$ cat config.mk
export PLATFORM = sky130hd
export DESIGN_NAME = ps2_host_tx
export DESIGN_NICKNAME = d
export VERILOG_FILES = /design/src/rtl/ps2_host_tx.sv
export SDC_FILE = /design/constraint.sdc
export NUM_CORES = 1
export LEC_CHECK = 0
export ABC_CLOCK_PERIOD_IN_PS = 4850
export CORE_AREA = 2 2 132 82
export DETAILED_ROUTE_END_ITERATION = 8
export DIE_AREA = 0 0 134 84
export GPL_ROUTABILITY_DRIVEN = 0
export GPL_TIMING_DRIVEN = 0
export SYNTH_ARGS = -nofsm -noshare
export SYNTH_HDL_FRONTEND = slang
export SYNTH_SLANG_ARGS = --single-unit
$ cat constraint.sdc
create_clock -name clk_in -period 4.85 [get_ports clk_in]
set_clock_uncertainty 0.1 [all_clocks]
set_input_delay 0.97 -clock clk_in [delete_from_list [all_inputs] [get_ports clk_in]]
set_output_delay 0.97 -clock clk_in [all_outputs]
set_load 0.005 [all_outputs]
$ cat src/rtl/ps2_host_tx.sv
// ps2_host_tx: PS/2 host-to-device command transmitter with request-to-send, ACK check and timeout.
module ps2_host_tx #(
    parameter int INHIBIT_CYCLES = 10000,
    parameter int TIMEOUT_CYCLES = 1500000
) (
    input  logic       clk_in,
    input  logic       reset_btn,
    input  logic [7:0] tx_data,
    input  logic       tx_valid,
    output logic       tx_ready,
    input  logic       ps2_clk_i,
    input  logic       ps2_data_i,
    output logic       ps2_clk_oe,
    output logic       ps2_data_oe,
    output logic       busy,
    output logic       tx_done,
    output logic       tx_error,
    output logic [1:0] err_code
);
    localparam int IW = $clog2(INHIBIT_CYCLES + 1);
    localparam int TW = $clog2(TIMEOUT_CYCLES + 1);
    localparam logic [IW-1:0] I_LAST = IW'(INHIBIT_CYCLES - 1);
    localparam logic [TW-1:0] T_LAST = TW'(TIMEOUT_CYCLES - 1);
    typedef enum logic [1:0] {IDLE, INHIBIT, REQ, XFER} state_t;
    state_t state;
    logic [1:0] clk_sync, data_sync;
    logic clk_prev, fe_q, fe;
    logic [8:0] shreg;
    logic [3:0] n, n_next;
    logic [IW-1:0] icnt;
    logic [TW-1:0] tcnt;
    assign fe = clk_prev & ~clk_sync[1];
    assign n_next = n + 4'd1;
    // Lines idle high, so the synchronisers reset to 1 to avoid a spurious edge.
    always_ff @(posedge clk_in or posedge reset_btn) begin
        if (reset_btn) begin
            clk_sync <= 2'b11;
            data_sync <= 2'b11;
            clk_prev <= 1'b1;
            fe_q <= 1'b0;
        end else begin
            clk_sync <= {clk_sync[0], ps2_clk_i};
            data_sync <= {data_sync[0], ps2_data_i};
            clk_prev <= clk_sync[1];
            fe_q <= fe;
        end
    end
    always_ff @(posedge clk_in or posedge reset_btn) begin
        if (reset_btn) begin
            state <= IDLE;
            ps2_clk_oe <= 1'b0;
            ps2_data_oe <= 1'b0;
            busy <= 1'b0;
            tx_ready <= 1'b1;
            tx_done <= 1'b0;
            tx_error <= 1'b0;
            err_code <= 2'b00;
            shreg <= '0;
            n <= '0;
            icnt <= '0;
            tcnt <= '0;
        end else begin
            tx_done <= 1'b0;
            tx_error <= 1'b0;
            case (state)
                IDLE: if (tx_valid && tx_ready) begin
                    shreg <= {~^tx_data, tx_data};
                    state <= INHIBIT;
                    ps2_clk_oe <= 1'b1;
                    ps2_data_oe <= 1'b0;
                    busy <= 1'b1;
                    tx_ready <= 1'b0;
                    err_code <= 2'b00;
                    icnt <= '0;
                end
                INHIBIT: if (icnt == I_LAST) begin
                    state <= REQ;
                    ps2_data_oe <= 1'b1;
                end else begin
                    icnt <= icnt + 1'b1;
                end
                REQ: begin
                    state <= XFER;
                    ps2_clk_oe <= 1'b0;
                    n <= '0;
                    tcnt <= '0;
                end
                XFER: if (fe_q) begin
                    n <= n_next;
                    tcnt <= '0;
                    if (n_next <= 4'd9) begin
                        ps2_data_oe <= ~shreg[0];
                        shreg <= {1'b0, shreg[8:1]};
                    end else if (n_next == 4'd10) begin
                        ps2_data_oe <= 1'b0;
                    end else begin
                        // Edge 11: device ACK is a low data line.
                        state <= IDLE;
                        ps2_data_oe <= 1'b0;
                        busy <= 1'b0;
                        tx_ready <= 1'b1;
                        tx_done <= ~data_sync[1];
                        tx_error <= data_sync[1];
                        if (data_sync[1]) err_code <= 2'b10;
                    end
                end else if (tcnt == T_LAST) begin
                    state <= IDLE;
                    ps2_clk_oe <= 1'b0;
                    ps2_data_oe <= 1'b0;
                    busy <= 1'b0;
                    tx_ready <= 1'b1;
                    tx_error <= 1'b1;
                    err_code <= 2'b01;
                end else begin
                    tcnt <= tcnt + 1'b1;
                end
                default: state <= IDLE;
            endcase
        end
    end
endmodule

== After elaboration in Yosys (flattened, before gate mapping) ==
Index checks and enable logic that the tools add are counted.
Storage, ports and cells
  input bits: 13
  logic and storage cells: 112
  output and inout bits: 8
  register bits: 64
Cells by class
  equal/unequal tests: 18
  add/sub/neg operators: 3
  bitwise logic cells: 4
  magnitude comparators: 1
  reductions and logical operators: 17
  muxes and demuxes: 53
Operators by type and width (count)
  $mux W21: 2
  $pmux W21 S2: 1
  $mux W14: 2
  $pmux W14 S2: 1
  $mux W9: 3
  $mux W2: 12
  $mux W1: 23
  $add A21 B1 Y21 const B: 1
  $eq A21 B21 Y1 const B: 1
  $pmux W9 S2: 1
  $ne A3 B3 Y1 const B: 5
  $add A14 B1 Y14 const B: 1
  $eq A14 B14 Y1 const B: 1
  $ne A2 B2 Y1 const B: 7
  $reduce_and A4 Y1: 3
  $reduce_and A5 Y1: 2
  $pmux W2 S4: 1
  $pmux W4 S2: 1
  $reduce_xnor A8 Y1: 1
  $pmux W1 S3: 2
  $reduce_and A6 Y1: 1
  $reduce_bool A2 Y1: 3
  $reduce_bool A3 Y1: 2
  $add A4 B1 Y4 const B: 1
  13 further kinds: 18

== Longest topological paths before layout ==
  word-level depth: 6
  depth in mapped cells: 8
  mapped depth without buffers: 7

== Worst setup path after synthesis ==
No wires, ideal clock.
  kind: register to register
  start point: register tcnt[5]
  end point: register state[1]
  cell stages (with the launch flop): 6
  data arrival time: 2.079 ns
  path slack: 2.546 ns
  path buffers: 0
  required time: 4.625 ns
  clock period less this slack: 2.304 ns
  library setup time: 0.125 ns
  cell sequence: dfrtp_1 > or4b_1 > or4_4 > o21ai_4 > o211ai_2 > mux2_4
Between the ends
  cells in the longest elaborated chain, start to end: 3
Ends and longest elaborated chain
  from (decl): line 31  | logic [TW-1:0] tcnt;
  from (signal assigned): line 115  | tcnt <= tcnt + 1'b1;
  $eq A21 B21 Y1: line 106  | end else if (tcnt == T_LAST) begin
  $ne A3 B3 Y1 (no source line)
  $reduce_and A5 Y1 (no source line)
  to (signal assigned): line 98  | state <= IDLE;
  to (signal assigned): line 107  | state <= IDLE;
  to (signal assigned): line 117  | default: state <= IDLE;
  to (decl): line 25  | state_t state;
Every way passes these cells.
A chain may end at the register's enable or synchronous reset.

== Final worst setup path ==
  start point: input tx_valid
  end point: register icnt[13]
Between the ends
  cells in the longest elaborated chain, start to end: 3
Ends and longest elaborated chain
  from (decl): line 9  | input logic tx_valid,
  $logic_and A1 B1 Y1: line 66  | IDLE: if (tx_valid && tx_ready) begin
  $ne A2 B2 Y1 (no source line)
  $reduce_and A3 Y1 (no source line)
  to (signal assigned): line 80  | icnt <= icnt + 1'b1;
  to (decl): line 30  | logic [IW-1:0] icnt;
Every way passes these cells.

==> metrics.md <==
| Metric | Value |
|---|---|
| Status | complete, no violations |
| Post-CTS Setup Repair Bufs | 0 |
| DR top layer | met4 |
| Routed wire length | approximately 7600 µm |
| Setup TNS | 0 ns |
| CP Class | in -> reg |
| WP buf/inv | 1 |
| HP Class | reg -> reg |
| Met2 Routed Length | 3100 µm |
| Worst-path clk slew | 0.05 ns |
| Max-slew violation count | 0 |
| Crit-path cells | clkdlybuf4s50_1 -> a21boi_0 -> nor3_1 -> o2111ai_1 -> xnor2_1 -> nor2b_1 |
| Final ANT Viol Nets | 0 |
| Dpl hpwl | 5330 µm |
| WP data required | 4.94 ns |
| Met1 WL | 4140 µm |
| Commonest non-fill, non-tap cell in the layout | dfrtp_1 |
| CP top delay family | simple AND/OR/NAND/NOR gates |
| Post-synthesis sequential area ratio | 46.7% |
| Period utilization | 55.2% |
| Num CTS Buffers | 9 |
| Max clock buf depth | 2 |
| Post-Syn Area | between 3000 and 4000 µm² |
| Max_cap viols | 0 |
| Syn. warnings | 0 |
| #FFs+latches synth | 64 |
| Async SR Flop Fraction | 100% |
| Drt first pass iters | 4 |
| CTS H-Tree Depth | 3 |
| First-pass GRT wire length | 13,200 µm |
| Slew Limit Headroom | about 45% |
| # IOs | 21 |
| Fmax | around 370 MHz |
| Leak | 1.78 nW |
| Synth cell types | 47 |
| Via count | 2,775 |
| DRT iter0 DRCs | 251 |
| Largest net degree at the start of global routing | 65 |
| Peak VDD IR | 0.000243 V |
| Starting Density | 33.8% |
| Congestion Overflow GR | 0 |
| Share of layout cells above drive strength 1 | between 10% and 20% |
| Post-place instance area | 3820 µm² |
| Clock Latency Late Sink | 0.33 ns |
| Vias/cell | 5.34 |
| Vias in the first global route | 2,560 |
| Fin area | a little over 4000 µm² |
| Die Ht | 84 µm |
| CP Max Fanout | 5 |
| Most frequent cells in the layout | dfrtp_1, o21ai_0, nor2_1 |
| Crit path launch type | input pin |
| Cts repair resizes | 0 |
| Diodes inserted | 0 |
| Cell Rows | 29 |
| CP max stage delay | 0.57 ns |
| Shortest period the worst path allows | 2.68 ns |
| # port buffers | 20 |
| Core Area | between 10,000 and 15,000 µm² |
| Post-Syn Instances | around 350 |
| Dominant synthesized flop cell | dfrtp_1 |
| Final hold violations | 0 |
| Mapped Nets | approximately 370 |
| CTS Root Cell | clkbuf_16 |
| Slew @ Worst Pin | slightly above 0.8 ns |
| CTS tree | yes |
| Met3 wire length | roughly 330 µm |
| Antenna violations before repair | 0 |
| Die area | ~11,000 µm² |
| WP data arrival | 2.77 ns |
| Slowest CP cell | nor3_1 |
| Area growth, synth to finish | 19.7% |
| Syn avg cell area | 9.98 µm² |
| Hold buffer count at cts | 0 |
| RSZ-0062 raised after global routing | false |
| # clock sinks | 64 |
| Nets@finish | 400 |
| Number of synthesized flops with an enable pin | 0 |
| CP Capture Type | flop |
| Residual DRC | 0 |
| Wire per inst | 14.7 µm |
| Die width | 134 µm |
| Total track usage | 14.7% |
| Pwr per Cell Area | 297 nW/µm² |
| Setup Viol. Count Final | 0 |
-- worst paths after layout --
| check | start | to | slack, ns | cells past startpoint |
|---|---|---|---|---|
| worst max register to register | state[1] | shreg[3] | 2.25 | 6 |
| worst max-delay path | tx_valid | icnt[13] | 2.17 | 6 |
| min in group asynchronous | reset_btn | tcnt[18] | 1.06 | 2 |
| worst min register to register | data_sync[0] | data_sync[1] | 0.25 | 0 |
| max in group asynchronous | reset_btn | tcnt[1] | 3.07 | 2 |
| worst min-delay path | data_sync[0] | data_sync[1] | 0.25 | 0 |
-- cells in the mapped netlist, types with 3 or more instances --
cell type,instances,share of area [%]
dfrtp_1,58,42
o21ai_0,31,4.5
nor2_1,30,3.3
nand2_1,27,2.9
nand3_1,19,2.8
mux2_2,17,5.6
a21oi_1,13,1.9
xor2_1,12,3.1
ha_1,11,4.0
nand4_1,11,2.0
clkbuf_1,10,1.1
inv_1,9,0.98
o211ai_1,8,1.7
xnor2_1,7,1.8
dfstp_2,6,4.6
nor3_1,6,0.87
a31oi_1,5,0.91
o31ai_1,5,1.1
a22o_1,4,1.0
and3_1,4,0.73
nor2b_1,4,0.73
or4_1,4,0.87
a21o_1,3,0.65
mux2i_1,3,0.87
o2111ai_1,3,0.76
o21ai_1,3,0.44
or2_2,3,0.55
-- logic make-up after synthesis --
group	Yosys count	share of synthesized area (%)
AO/OA/AOI/OAI	85	15.9
XOR/XNOR	19	4.83
adder cells (fa/ha/maj)	11	4.00
buffers and inverters	20	2.22
flip-flops	64	46.7
multiplexers	22	7.30
AND/OR/NAND/NOR	124	19.0
-- report_power, final --
part           switching, mW  internal [mW]
Combinational         0.0189         0.0184
Clock                  0.221          0.424
Sequential           0.00203          0.539
-- sequential cells by signal, summed over array words and instances (netlist names), 2 cells and up --
name       count
shreg          9
clk_sync       2
tcnt          21
icnt          14
data_sync      2
state          2
n              4
err_code       2
-- stage by stage --
step	setup WS (ns)	total power [mW]	hold slack, ns	utilization, %	cells
4_1_cts	2.23	1.24	0.255	40.4	520
3_5_place_dp	1.89	0.588	0.247	37.5	504
2_1_floorplan	2.19	0.571	0.245	-	345
3_3_place_gp	0.900	0.588	0.246	37.4	504
6_report	2.17	1.22	0.255	40.4	520
5_1_grt	1.95	1.27	0.262	40.4	520
-- cell type report --
| cell class | count | area, µm² |
|---|---|---|
| Buffer | 11 | 42.5 |
| Multi-Input combinational cell | 261 | 1760 |
| Clock buffer | 13 | 260 |
| Inverter | 9 | 36.3 |
| Fill cell | 984 | 6080 |
| Sequential cell | 64 | 1610 |
| Clock inverter | 3 | 40.0 |
| Tap cell | 139 | 174 |
| Timing Repair Buffer | 20 | 200 |
-- layer usage --
metal	vias to the layer above	track usage, %
met5	-	0
li1	1333	-
met1	1370	23.0
met3	6	4.19
met4	0	3.77
met2	66	19.5
No activity file was read; power rests on OpenSTA's default activity.
